File: src/rtl/sigma_delta_cic_decimator.sv
// Third-order CIC decimator for a 1-bit sigma-delta stream.
// Single-entry output register with valid/ready and a sticky overrun flag.
module sigma_delta_cic_decimator #(
    parameter int R_LOG2   = 6,
    parameter int N_STAGES = 3,
    parameter int OUT_W    = 16
) (
    input  logic             aclk,
    input  logic             aresetn,
    input  logic             i_enable,
    input  logic             i_bit,
    input  logic             i_bit_valid,
    output logic [OUT_W-1:0] o_sample,
    output logic             o_valid,
    input  logic             i_ready,
    output logic             o_overrun,
    input  logic             i_clr_overrun
);

    localparam int ACC_W = 3 * R_LOG2 + 2;

    logic [ACC_W-1:0]  integ     [N_STAGES];
    logic [ACC_W-1:0]  integ_nxt [N_STAGES];
    logic [ACC_W-1:0]  dly       [N_STAGES];
    logic [ACC_W-1:0]  comb      [N_STAGES];
    logic [ACC_W-1:0]  x;
    logic [R_LOG2-1:0] cnt;
    logic [OUT_W-1:0]  samp_nxt;
    logic              accept;
    logic              dec_pt;
    logic              blocked;

    assign accept  = i_enable & i_bit_valid;
    assign dec_pt  = accept & (&cnt);
    assign blocked = o_valid & ~i_ready;
    assign x = i_bit ? {{(ACC_W-1){1'b0}}, 1'b1} : {ACC_W{1'b1}};

    // Integrators cascade within the cycle; combs see the updated last stage.
    always_comb begin
        for (int k = 0; k < N_STAGES; k++) begin
            integ_nxt[k] = '0;
            comb[k]      = '0;
        end
        integ_nxt[0] = integ[0] + x;
        for (int k = 1; k < N_STAGES; k++)
            integ_nxt[k] = integ[k] + integ_nxt[k-1];
        comb[0] = integ_nxt[N_STAGES-1] - dly[0];
        for (int k = 1; k < N_STAGES; k++)
            comb[k] = comb[k-1] - dly[k];
    end

    generate
        if (OUT_W <= ACC_W) begin : g_trunc
            assign samp_nxt = comb[N_STAGES-1][ACC_W-1 -: OUT_W];
        end else begin : g_align
            assign samp_nxt = {comb[N_STAGES-1], {(OUT_W-ACC_W){1'b0}}};
        end
    endgenerate

    always_ff @(posedge aclk or negedge aresetn) begin
        if (!aresetn) begin
            for (int k = 0; k < N_STAGES; k++) begin
                integ[k] <= '0;
                dly[k]   <= '0;
            end
            cnt <= '0;
        end else if (!i_enable) begin
            for (int k = 0; k < N_STAGES; k++) begin
                integ[k] <= '0;
                dly[k]   <= '0;
            end
            cnt <= '0;
        end else if (accept) begin
            for (int k = 0; k < N_STAGES; k++)
                integ[k] <= integ_nxt[k];
            cnt <= cnt + 1'b1;
            if (dec_pt) begin
                dly[0] <= integ_nxt[N_STAGES-1];
                for (int k = 1; k < N_STAGES; k++)
                    dly[k] <= comb[k-1];
            end
        end
    end

    always_ff @(posedge aclk or negedge aresetn) begin
        if (!aresetn) begin
            o_sample <= '0;
            o_valid  <= 1'b0;
        end else if (!i_enable) begin
            o_valid <= 1'b0;
        end else if (dec_pt && !blocked) begin
            o_sample <= samp_nxt;
            o_valid  <= 1'b1;
        end else if (o_valid && i_ready) begin
            o_valid <= 1'b0;
        end
    end

    // A dropped sample wins over a same-cycle clear request.
    always_ff @(posedge aclk or negedge aresetn) begin
        if (!aresetn)
            o_overrun <= 1'b0;
        else if (i_enable && dec_pt && blocked)
            o_overrun <= 1'b1;
        else if (i_clr_overrun)
            o_overrun <= 1'b0;
    end

endmodule
File: config.mk
export PLATFORM = sky130hd
export DESIGN_NAME = sigma_delta_cic_decimator
export DESIGN_NICKNAME = d
export VERILOG_FILES = /design/src/rtl/sigma_delta_cic_decimator.sv
export SDC_FILE = /design/constraint.sdc
export NUM_CORES = 1
export LEC_CHECK = 0
export BUFFER_PORTS_ARGS = -buffer_cell sky130_fd_sc_hd__buf_4
export CAP_MARGIN = 20
export CORE_UTILIZATION = 51
export CTS_CLUSTER_DIAMETER = 30
export CTS_CLUSTER_SIZE = 16
export DETAILED_ROUTE_END_ITERATION = 16
export HOLD_SLACK_MARGIN = 0.08
export PLACE_DENSITY = 0.67
export SYNTH_ARGS = -nofsm -noshare
export SYNTH_HDL_FRONTEND = slang
export SYNTH_SLANG_ARGS = --single-unit
File: constraint.sdc
create_clock -name aclk -period 9.3 [get_ports aclk]
set_input_delay 0.465 -clock aclk [delete_from_list [all_inputs] [get_ports aclk]]
set_output_delay 0.465 -clock aclk [all_outputs]
set_load 0.05 [all_outputs]
* Word-level counts from Yosys, hierarchy flattened
Cells that the tools add are included.
** Word-level totals
- Register bits after elaboration :: 144
- Input port bits :: 7
- Output and inout bits :: 18
- Word-level logic and storage cells :: 46
** Cells by class
- $add $sub $neg :: 7
- Equal/unequal tests :: 3
- Mux-type cells :: 13
- Bitwise gates (word level) :: 4
- Reduce and logical (&&, ||, !) cells :: 9
** Operators with widths (count)
- two-way mux 60 bit :: 5
- adder 20 bit :: 3
- subtractor 20 bit :: 3
- two-way mux 20 bit :: 1
- two-way mux 6 bit :: 2
- adder 6 x 1 -> 6 bit, second input constant :: 1
- AND reduction 6 bit :: 1
- two-way mux 1 bit :: 5
- logical AND 1 bit :: 4
- != test 2 x 1 -> 1 bit, second input constant :: 2
- AND reduction 2 bit :: 2
- AND 1 bit :: 3
- != test 3 x 1 -> 1 bit, second input constant :: 1
- nonzero test 2 bit :: 1
- logical NOT 1 bit :: 1
- inverter 1 bit :: 1

* Logic depth before layout (Yosys ltp)
Gate-level depths: netlist of run 1.
- Depth in word-level cells :: 9
- Gate-level depth with buffers :: 44

* Worst setup path after synthesis of run 1
Ideal clock, no wire load.
- Path kind :: input to register
- Start :: in i_bit
- End :: reg o_sample[15]
- Library setup time :: 0.124 ns
- Data arrival time :: 7.860 ns
- Required time :: 9.176 ns
- Slack :: 1.316 ns
- Cell stages on the path :: 39
- Path buffers :: 0
- Cell sequence :: inv_1 > ha_1 > nor2b_1 > o21ai_0 > a21boi_0 > o21ai_0 > nand2_1 > xor2_1 > ha_1 > a21boi_0 > nor2_1 > ha_1 > or4_1 > and3_1 > a21oi_1 > o21bai_1 > xor2_1 > ha_1 > [3 not listed] > o21ai_0 > nand2b_1 > a21o_1 > a21oi_1 > xnor2_1 > ha_1 > nand2_1 > o41ai_1 > xor2_1 > ha_1 > nand3_1 > o311ai_0 > a21oi_1 > inv_1 > a21oi_1 > xnor2_1 > xnor2_1 > o21ai_1
** On the way
- Cells in the longest elaborated chain, start to end :: 7
** Ends and longest elaborated chain
- from (decl) :: RTL line 11 : input logic i_bit,
- two-way mux 20 bit :: RTL line 36 : assign x = i_bit ? {{(ACC_W-1){1'b0}}, 1'b1} : {ACC_W{1'b1}};
- adder 20 bit :: RTL line 44 : integ_nxt[0] = integ[0] + x;
- adder 20 bit (2 in series) :: RTL line 46 : integ_nxt[k] = integ[k] + integ_nxt[k-1];
- subtractor 20 bit :: RTL line 47 : comb[0] = integ_nxt[N_STAGES-1] - dly[0];
- subtractor 20 bit (2 in series) :: RTL line 49 : comb[k] = comb[k-1] - dly[k];
- to (signal assigned) :: RTL line 92 : o_sample <= samp_nxt;
- to (decl) :: RTL line 13 : output logic [OUT_W-1:0] o_sample,
No other way between the ends.
A chain may end at the register's enable or synchronous reset.

* Worst setup path in the final report of run 1
- Start :: reg integ[40] in the netlist's numbering
- End :: reg o_sample[15]
** On the way
- Cells in the longest elaborated chain, start to end :: 6
** Ends and longest elaborated chain
- from (decl) :: RTL line 22 : logic [ACC_W-1:0] integ [N_STAGES];
- from (signal, indexed assignment) :: RTL line 75 : integ[k] <= integ_nxt[k];
- adder 20 bit :: RTL line 44
- adder 20 bit (2 in series) :: RTL line 46
- subtractor 20 bit :: RTL line 47
- subtractor 20 bit (2 in series) :: RTL line 49
No other way between the ends.

==> run summary, run 1 <==
Worst-margin pin slew: 0.982 ns
Routed via count: 8529
Setup Skew: 0.00896 ns
Crit. End Element: flop
Layout cells sized above 1: 0.0649
Gr usage total: 0.216
Largest net degree at the start of global routing: 88
Num rows: 52
DIE WIDTH: 147 um
Critical Path Start Type: flop
Post-Route WL: 22200 um
DP Wirelength: 15600 um
Setup_tns: 0 ns
Max Fclk: 118 MHz
Req. time, crit path: 9.61 ns
Synth cell types: 64
Slew HR: 0.345
Worst-path maximum fanout: 5
Tmin final: 8.47 ns
Ys async rst share: 1.00
Die H: 147 um
Hold Vio Cnt, Final: 0
Yosys top cell area share: 0.334
First-pass GRT wire length: 38400 um
Sequential fraction of the synthesis area: 0.334
Multi-input logic area: 0.00670 sq mm
Starting Density: 0.526
Clock latency at the later pin of the worst-skew pair: 0.43 ns
Starting DRT DRC Count: 298
Die area: 0.0217 sq mm
Pre-Repair DR Iteration Count: 4
Primary FF master, synth: dfrtp_1
Final setup fails: 0
Reg clk slew, reported paths: 0.07 ns
Buf+Inv Stages, Crit Path: 3
Clock tree buffer depth: 2
Finished Core Util: 0.579
WL per Instance: 14.3 um
Ports: 25
Post-Syn Area per Cell: 8.59 sq um
Commonest non-fill, non-tap cells in the layout: 157 x nand2_1, 144 x dfrtp_1, 122 x a21oi_1
Crit-path slowest cell: or4_1
H-tree level count: 4
CTS buffer count: 17
Worst min-delay path class: in -> async
Remaining antenna violation count: 0
Core Area: 0.0205 sq mm
Register Area: 0.00360 sq mm
Critical path type: reg -> reg
PortBufs: 24
Status: complete, no violations
Critical path arrival: 8.78 ns
Top cells by area, synth: dfrtp_1 33%, ha_1 13%, a21oi_1 5.7%
Cell taking the most area after synthesis: dfrtp_1
EDFF count, synth: 0
Antenna violations before repair: 0
Max incr delay on CP: 0.53 ns
Final slew viol count: 0
Post-Syn Nets: 1383
#FFs+latches synth: 144
Vias in the first global route: 8404
Layout fillers: 1857
Tcrit/Tclk final: 0.911
Commonest non-fill, non-tap cell in the layout: nand2_1
Number of remaining DRC errors: 0
GR Overflow Total: 0
Area delta synth->final: 10.1%
Number of vias per cell: 5.51
Post-Syn Instances: 1255
Total clock sinks: 144
CTS tree: done
RSZ-0062 raised after global routing: no
Cell family with most CP delay: compound AO/OA/AOI/OAI gates
Number of max-cap violations: 0
Inserted Diodes: 0
Final GP Congestion: 0.795
Synthesized area: 0.0108 sq mm
Root buf cell: clkbuf_16
Layout Nets: 1394
Yosys Warn Count: 0
## timing repair
action,4_1_cts,5_1_grt
setup buffers,0,0
setup endpoints to repair,0,2
hold buffers,0,0
resized for setup,0,5
## Yosys cell counts, drive strengths merged, types with 9 or more instances
library cell / number
nand2: 157
xor2: 39
nor3: 14
clkbuf: 31
a21oi: 122
nor2b: 15
o21a: 15
dfrtp: 144
nor2: 117
xnor2: 61
inv: 96
mux2i: 47
nand2b: 9
o21ai: 67
ha: 116
o211ai: 9
a31oi: 11
a211oi: 14
or3: 9
nand3: 19
a21o: 24
## kinds of logic after synthesis
family / Yosys count / share of synthesized area
AOI/OAI and AO/OA: 323 / 0.188
xor gates and xnor gates: 102 / 0.0861
DFF: 144 / 0.334
and+or+nand+nor: 382 / 0.157
buffers and inverters: 136 / 0.0473
adders and majority gates: 121 / 0.144
muxes: 47 / 0.0436
## through the flow
| stage | worst slack [ns] | hold slack [ns] | std cells | instance area, sq um |
|---|---|---|---|---|
| 2_1_floorplan | 1.32 | 0.169 | 1255 | 10800 |
| 3_3_place_gp | 0.563 | 0.466 | 1516 | 11200 |
| 3_5_place_dp | 0.287 | 0.474 | 1516 | 11200 |
| 4_1_cts | 0.465 | 0.118 | 1548 | 11800 |
| 5_1_grt | 0.00657 | 0.166 | 1549 | 11900 |
| 6_report | 0.828 | 0.0859 | 1549 | 11900 |
## metal layers
| layer | wire [um] | vias up | global-route usage |
|---|---|---|---|
| met3 | 411 | 14 | 0.0275 |
| met4 | 254 | 0 | 0.0670 |
| li1 | - | 4390 | - |
| met1 | 10400 | 4045 | 0.264 |
| met2 | 11100 | 80 | 0.393 |
| met5 | 0 | - | 0 |
## path summary, 6_finish.rpt
| check | startpoint | endpoint | slack, ns | depth (start not counted) |
|---|---|---|---|---|
| max reg2reg | integ[40] | o_sample[15] | 0.83 | 40 |
| min in group aclk | i_clr_overrun | o_overrun | 0.23 | 2 |
| min | aresetn | o_sample[1] | 0.09 | 1 |
| max in group asynchronous | aresetn | integ[36] | 7.91 | 2 |
| max | integ[40] | o_sample[15] | 0.83 | 40 |
| min reg2reg | o_sample[9] | o_sample[9] | 0.48 | 2 |
## state kept, by name (all words and copies together) (netlist names)
register	cells
dly	60
integ	60
o_valid	1
o_sample	16
cnt	6
o_overrun	1
## area by class of cell
type | count | area share
timing repair buffer | 31 | 0.0205
sequential | 144 | 0.303
clock inverter | 14 | 0.0158
inverter | 97 | 0.0308
tap | 270 | 0.0284
clock buffer | 18 | 0.0370
multi-input combinational | 975 | 0.564
Power of run 1 is left out: the tool's default activity adds up to more than one toggle a clock period on the data nets, which glitch-free logic cannot reach.
==> run 2, diff against run 1 <==
==> constraint.sdc (replaced) <==
create_clock -name aclk -period 8.5 [get_ports aclk]
set_input_delay 0.425 -clock aclk [delete_from_list [all_inputs] [get_ports aclk]]
set_output_delay 0.425 -clock aclk [all_outputs]
set_load 0.05 [all_outputs]
==> run summary, run 2 (synthesis results as in run 1) <==
Status: complete, no violations
GR Overflow Total: 0 (unchanged)
Worst min-delay path class: in -> reg
Worst-margin pin slew: 0.960 ns (-0.0221 ns)
Area delta synth->final: 12.5%
Worst-path maximum fanout: 4 (-1)
Post-Route WL: 23100 um (+4.0%)
H-tree level count: 4 (unchanged)
Final GP Congestion: 0.848 (+6.7%)
Layout Nets: 1413 (+1.4%)
Total clock sinks: 144 (unchanged)
Starting Density: 0.526 (unchanged)
Clock latency at the later pin of the worst-skew pair: 0.43 ns (about the same)
Final setup fails: 0 (unchanged)
Largest net degree at the start of global routing: 75 (-15%)
CTS tree: done
DIE WIDTH: 147 um (unchanged)
Max incr delay on CP: 0.40 ns (-0.13 ns)
Number of max-cap violations: 0 (unchanged)
Inserted Diodes: 0 (unchanged)
PortBufs: 24 (unchanged)
CTS buffer count: 17 (unchanged)
Core Area: 0.0205 sq mm (unchanged)
Tcrit/Tclk final: 0.936 (+0.0252)
Crit. End Element: flop
Commonest non-fill, non-tap cells in the layout: 157 x nand2_1, 144 x dfrtp_1, 115 x nor2_1, 115 x ha_1, 114 x a21oi_1
Worst path depth: 38 (-5.0%)
Die H: 147 um (unchanged)
Ports: 25 (unchanged)
Req. time, crit path: 8.78 ns (-0.83 ns)
Vias in the first global route: 8564 (+1.9%)
DP Worst Slack: -0.192 ns (-0.479 ns)
Cell family with most CP delay: compound AO/OA/AOI/OAI gates
CP most frequent cell: ha_1
Clock tree buffer depth: 2 (unchanged)
Largest regs: dly x60, integ x60, o_sample x16
R2R depth: 38 (-5.0%)
Commonest non-fill, non-tap cell in the layout: nand2_1
Layout cells sized above 1: 0.102 (+0.0369)
Remaining antenna violation count: 0 (unchanged)
Number of remaining DRC errors: 0 (unchanged)
Critical path type: reg -> reg
Starting DRT DRC Count: 445 (+49%)
Routed via count: 8616 (+1.0%)
Layout fillers: 1867 (+0.54%)
First-pass GRT wire length: 39500 um (+2.8%)
Crit-path slowest cell: a221o_1
Hold Path Depth: 2
Final slew viol count: 0 (unchanged)
Number of vias per cell: 5.50 (-0.14%)
WL per Instance: 14.7 um (+2.8%)
Hold Vio Cnt, Final: 0 (unchanged)
Reg clk slew, reported paths: 0.07 ns (about the same)
Pre-Repair DR Iteration Count: 5 (+1)
Gr usage total: 0.221 (+0.00501)
Antenna violations before repair: 0 (unchanged)
Setup Skew: 0.0118 ns (+0.00283 ns)
Critical Path Start Type: flop
Num rows: 52 (unchanged)
Tmin final: 7.96 ns (-0.515 ns)
Slew HR: 0.358 (+0.0130)
Final worst slack: 0.543 ns (-0.285 ns)
Die area: 0.0217 sq mm (unchanged)
DP Wirelength: 16100 um (+3.3%)
Critical path arrival: 8.24 ns (-0.54 ns)
Root buf cell: clkbuf_16
Buf+Inv Stages, Crit Path: 2 (-1)
Max Fclk: 126 MHz (+6.5%)
-- run 2: cell count changes in the layout (fill, tap and decap cells not counted), sizes merged --
cell,before,now
dlygate4sd3,0,1
clkinv,9,6
clkinvlp,1,5
bufinv,4,2
buf,31,49
-- run 2: repair_timing --
item / 4_1_cts / 5_1_grt
pin swaps: 0 / 12
buffers inserted: 0 / 6
gates resized for setup: 3 / 47
hold endpoints to repair: 58 / 0
hold buffers: 1 / 0
endpoints found under the setup margin: 1 / 6
-- run 2: path summary, 6_finish.rpt --
path / startpoint / slack (ns) / end
setup / recovery: integ[42] / 0.54 / o_sample[15]
hold / removal: i_clr_overrun / 0.19 / o_overrun
setup reg to reg: integ[42] / 0.54 / o_sample[15]
hold reg to reg: o_sample[7] / 0.48 / o_sample[7]
max in group asynchronous: aresetn / 6.50 / integ[28]
min in group asynchronous: aresetn / 0.57 / o_sample[2]
-- run 2: final cells by class --
cell class	count	area (sq um)	share of cell area
multi-input cells	975	6870	0.566
flip-flops and latches	144	3600	0.297
inverters	97	365	0.0301
clock inverters	13	139	0.0114
well taps	270	338	0.0278
clock buffers	18	439	0.0362
repair buffers	50	382	0.0314
-- run 2: metrics by stage --
step | area, sq um | setup TNS (ns) | hold WS (ns) | utilization | instances
global placement | 11300 | -0.0803 | 0.463 | 0.552 | 1529
global route | 12100 | -0.133 | 0.175 | 0.592 | 1567
CTS | 11900 | 0 | 0.177 | 0.581 | 1561
floorplan | 10800 | 0 | 0.129 | - | 1255
detailed placement | 11300 | -0.192 | 0.472 | 0.552 | 1529
finish | 12100 | 0 | 0.186 | 0.592 | 1567
-- run 2: routing by layer --
| layer | track usage | part of all wire | vias up |
|---|---|---|---|
| li1 | - | - | 4424 |
| met1 | 0.283 | 0.48 | 4085 |
| met2 | 0.390 | 0.49 | 87 |
| met3 | 0.0330 | 0.021 | 20 |
| met4 | 0.0536 | 0.010 | 0 |
| met5 | 0 | 0 | - |
Power of run 2 is left out for the same reason.
==> run 3, diff against run 2 <==
--- a/config.mk
+++ b/config.mk
@@ -7,6 +7,7 @@
 export LEC_CHECK = 0
 export BUFFER_PORTS_ARGS = -buffer_cell sky130_fd_sc_hd__buf_4
 export CAP_MARGIN = 20
+export CORE_MARGIN = 4
 export CORE_UTILIZATION = 51
 export CTS_CLUSTER_DIAMETER = 30
 export CTS_CLUSTER_SIZE = 16
==> constraint.sdc (replaced) <==
create_clock -name aclk -period 8.6 [get_ports aclk]
set_input_delay 0.43 -clock aclk [delete_from_list [all_inputs] [get_ports aclk]]
set_output_delay 0.43 -clock aclk [all_outputs]
set_load 0.05 [all_outputs]
==> run summary, run 3 (synthesis results as in run 1) <==
Reg clk slew, reported paths: 0.07 ns (about the same)
Critical path type: reg -> reg
Core Area: 0.0205 sq mm (unchanged)
Largest regs: dly x60, integ x60, o_sample x16
Number of vias per cell: 5.46 (-0.70%)
GR Overflow Total: 0 (unchanged)
Starting DRT DRC Count: 331 (-26%)
Post-Route WL: 22300 um (-3.2%)
Critical Path Start Type: flop
Vias in the first global route: 8284 (-3.3%)
Setup Skew: 0.0113 ns (-0.000493 ns)
Worst min-delay path class: in -> reg
Largest net degree at the start of global routing: 88 (+17%)
Final slew viol count: 0 (unchanged)
Max incr delay on CP: 0.56 ns (+0.16 ns)
Final setup fails: 0 (unchanged)
H-tree level count: 4 (unchanged)
Clock latency at the later pin of the worst-skew pair: 0.43 ns (about the same)
Gr usage total: 0.195 (-0.0261)
Antenna violations before repair: 0 (unchanged)
Hold endpoint: o_overrun
R2R depth: 36 (-5.3%)
Layout cells sized above 1: 0.0858 (-0.0160)
Layout Nets: 1409 (-0.28%)
Area delta synth->final: 11.8%
DP Worst Slack: -0.233 ns (-0.0417 ns)
CTS buffer count: 17 (unchanged)
Pre-Repair DR Iteration Count: 5 (unchanged)
Ports: 25 (unchanged)
Status: complete, no violations
Die area: 0.0235 sq mm (+8.3%)
First-pass GRT wire length: 38700 um (-2.0%)
Max Fclk: 125 MHz (-0.84%)
Hold path start: i_clr_overrun
PortBufs: 24 (unchanged)
Total clock sinks: 144 (unchanged)
Worst-margin pin slew: 0.955 ns (-0.00511 ns)
Crit. End Element: flop
Crit-path slowest cell: fa_1
Inserted Diodes: 0 (unchanged)
Hold Path Depth: 2 (unchanged)
DIE WIDTH: 153 um (+4.1%)
DP Wirelength: 15800 um (-1.7%)
Root buf cell: clkbuf_16
Placed instance area: 0.0113 sq mm (-0.46%)
WL per Instance: 14.3 um (-3.0%)
CP most frequent cell: ha_1
Critical path arrival: 8.31 ns (+0.07 ns)
Hold Vio Cnt, Final: 0 (unchanged)
Reg-to-reg setup timing slack: 0.58 ns (+0.03 ns)
Req. time, crit path: 8.88 ns (+0.10 ns)
Starting Density: 0.526 (unchanged)
Remaining antenna violation count: 0 (unchanged)
Commonest non-fill, non-tap cells in the layout: 157 x nand2_1, 144 x dfrtp_1, 117 x a21oi_1
Worst-path maximum fanout: 5 (+1)
Final worst slack: 0.575 ns (+0.0328 ns)
Die H: 153 um (+4.1%)
Tmin final: 8.02 ns (+0.0672 ns)
Final instance area: 0.0121 sq mm (-0.65%)
Number of remaining DRC errors: 0 (unchanged)
Reg2reg end: o_sample[15]
Slew HR: 0.361 (+0.00342)
Reg-to-Reg Start: integ[40]
Commonest non-fill, non-tap cell in the layout: nand2_1
Num rows: 52 (unchanged)
CTS tree: done
Clock tree buffer depth: 2 (unchanged)
Final GP Congestion: 0.823 (-2.9%)
Number of max-cap violations: 0 (unchanged)
Routed via count: 8539 (-0.89%)
Tcrit/Tclk final: 0.933 (-0.00307)
-- run 3: worst max-delay path, delay by kind of cell (launching register included) --
family,cells,cell delay [ns]
AO/OA/AOI/OAI,12,2.86
XOR/XNOR,6,1.08
adder cells (fa/ha/maj),6,2.22
buffers and inverters,5,0.50
flip-flops,1,0.38
AND/OR/NAND/NOR,7,0.83
-- run 3: worst max-delay path by stage --
stage | cells past startpoint | slack (ns) | from | endpoint
final | 36 | 0.58 | integ[40] | o_sample[15]
after global routing | 40 | -0.05 | integ[40] | o_sample[15]
after CTS | 40 | 0.09 | integ[40] | o_sample[15]
after detailed placement | 40 | -0.23 | i_bit | o_sample[15]
after global placement | 40 | 0.01 | i_bit | o_sample[15]
after floorplan | 39 | 0.65 | i_bit | o_sample[15]
-- run 3: cell type report --
cell class              instances  area (sq um)
inverters                      97           365
clock inverters                12           159
repair buffers                 46           352
well taps                     270           338
flip-flops and latches        144          3600
clock buffers                  20           447
multi-input cells             975          6790
fillers                      1844          8440
-- run 3: per-stage QoR --
stage,setup TNS [ns],cells,util,hold slack (ns)
2_1_floorplan,0,1255,-,0.134
3_3_place_gp,0,1522,0.549,0.464
3_5_place_dp,-0.233,1522,0.549,0.473
4_1_cts,0,1555,0.580,0.172
5_1_grt,-0.0500,1564,0.588,0.186
6_report,0,1564,0.588,0.184
-- run 3: metal layers --
metal	track usage	vias to the layer above	part of all wire
met5	0	-	0
met4	0.0547	0	0.015
met3	0.0252	26	0.023
met2	0.345	93	0.49
met1	0.251	3994	0.47
li1	-	4426	-
-- run 3: repair_timing --
| item | in CTS | in global routing |
|---|---|---|
| pin swaps | 0 | 13 |
| endpoints found under the setup margin | 1 | 6 |
| setup buffers | 0 | 9 |
| resized for setup | 2 | 31 |
| hold buffers | 1 | 0 |
| hold endpoints to repair | 7 | 0 |
Power of run 3 is left out for the same reason.
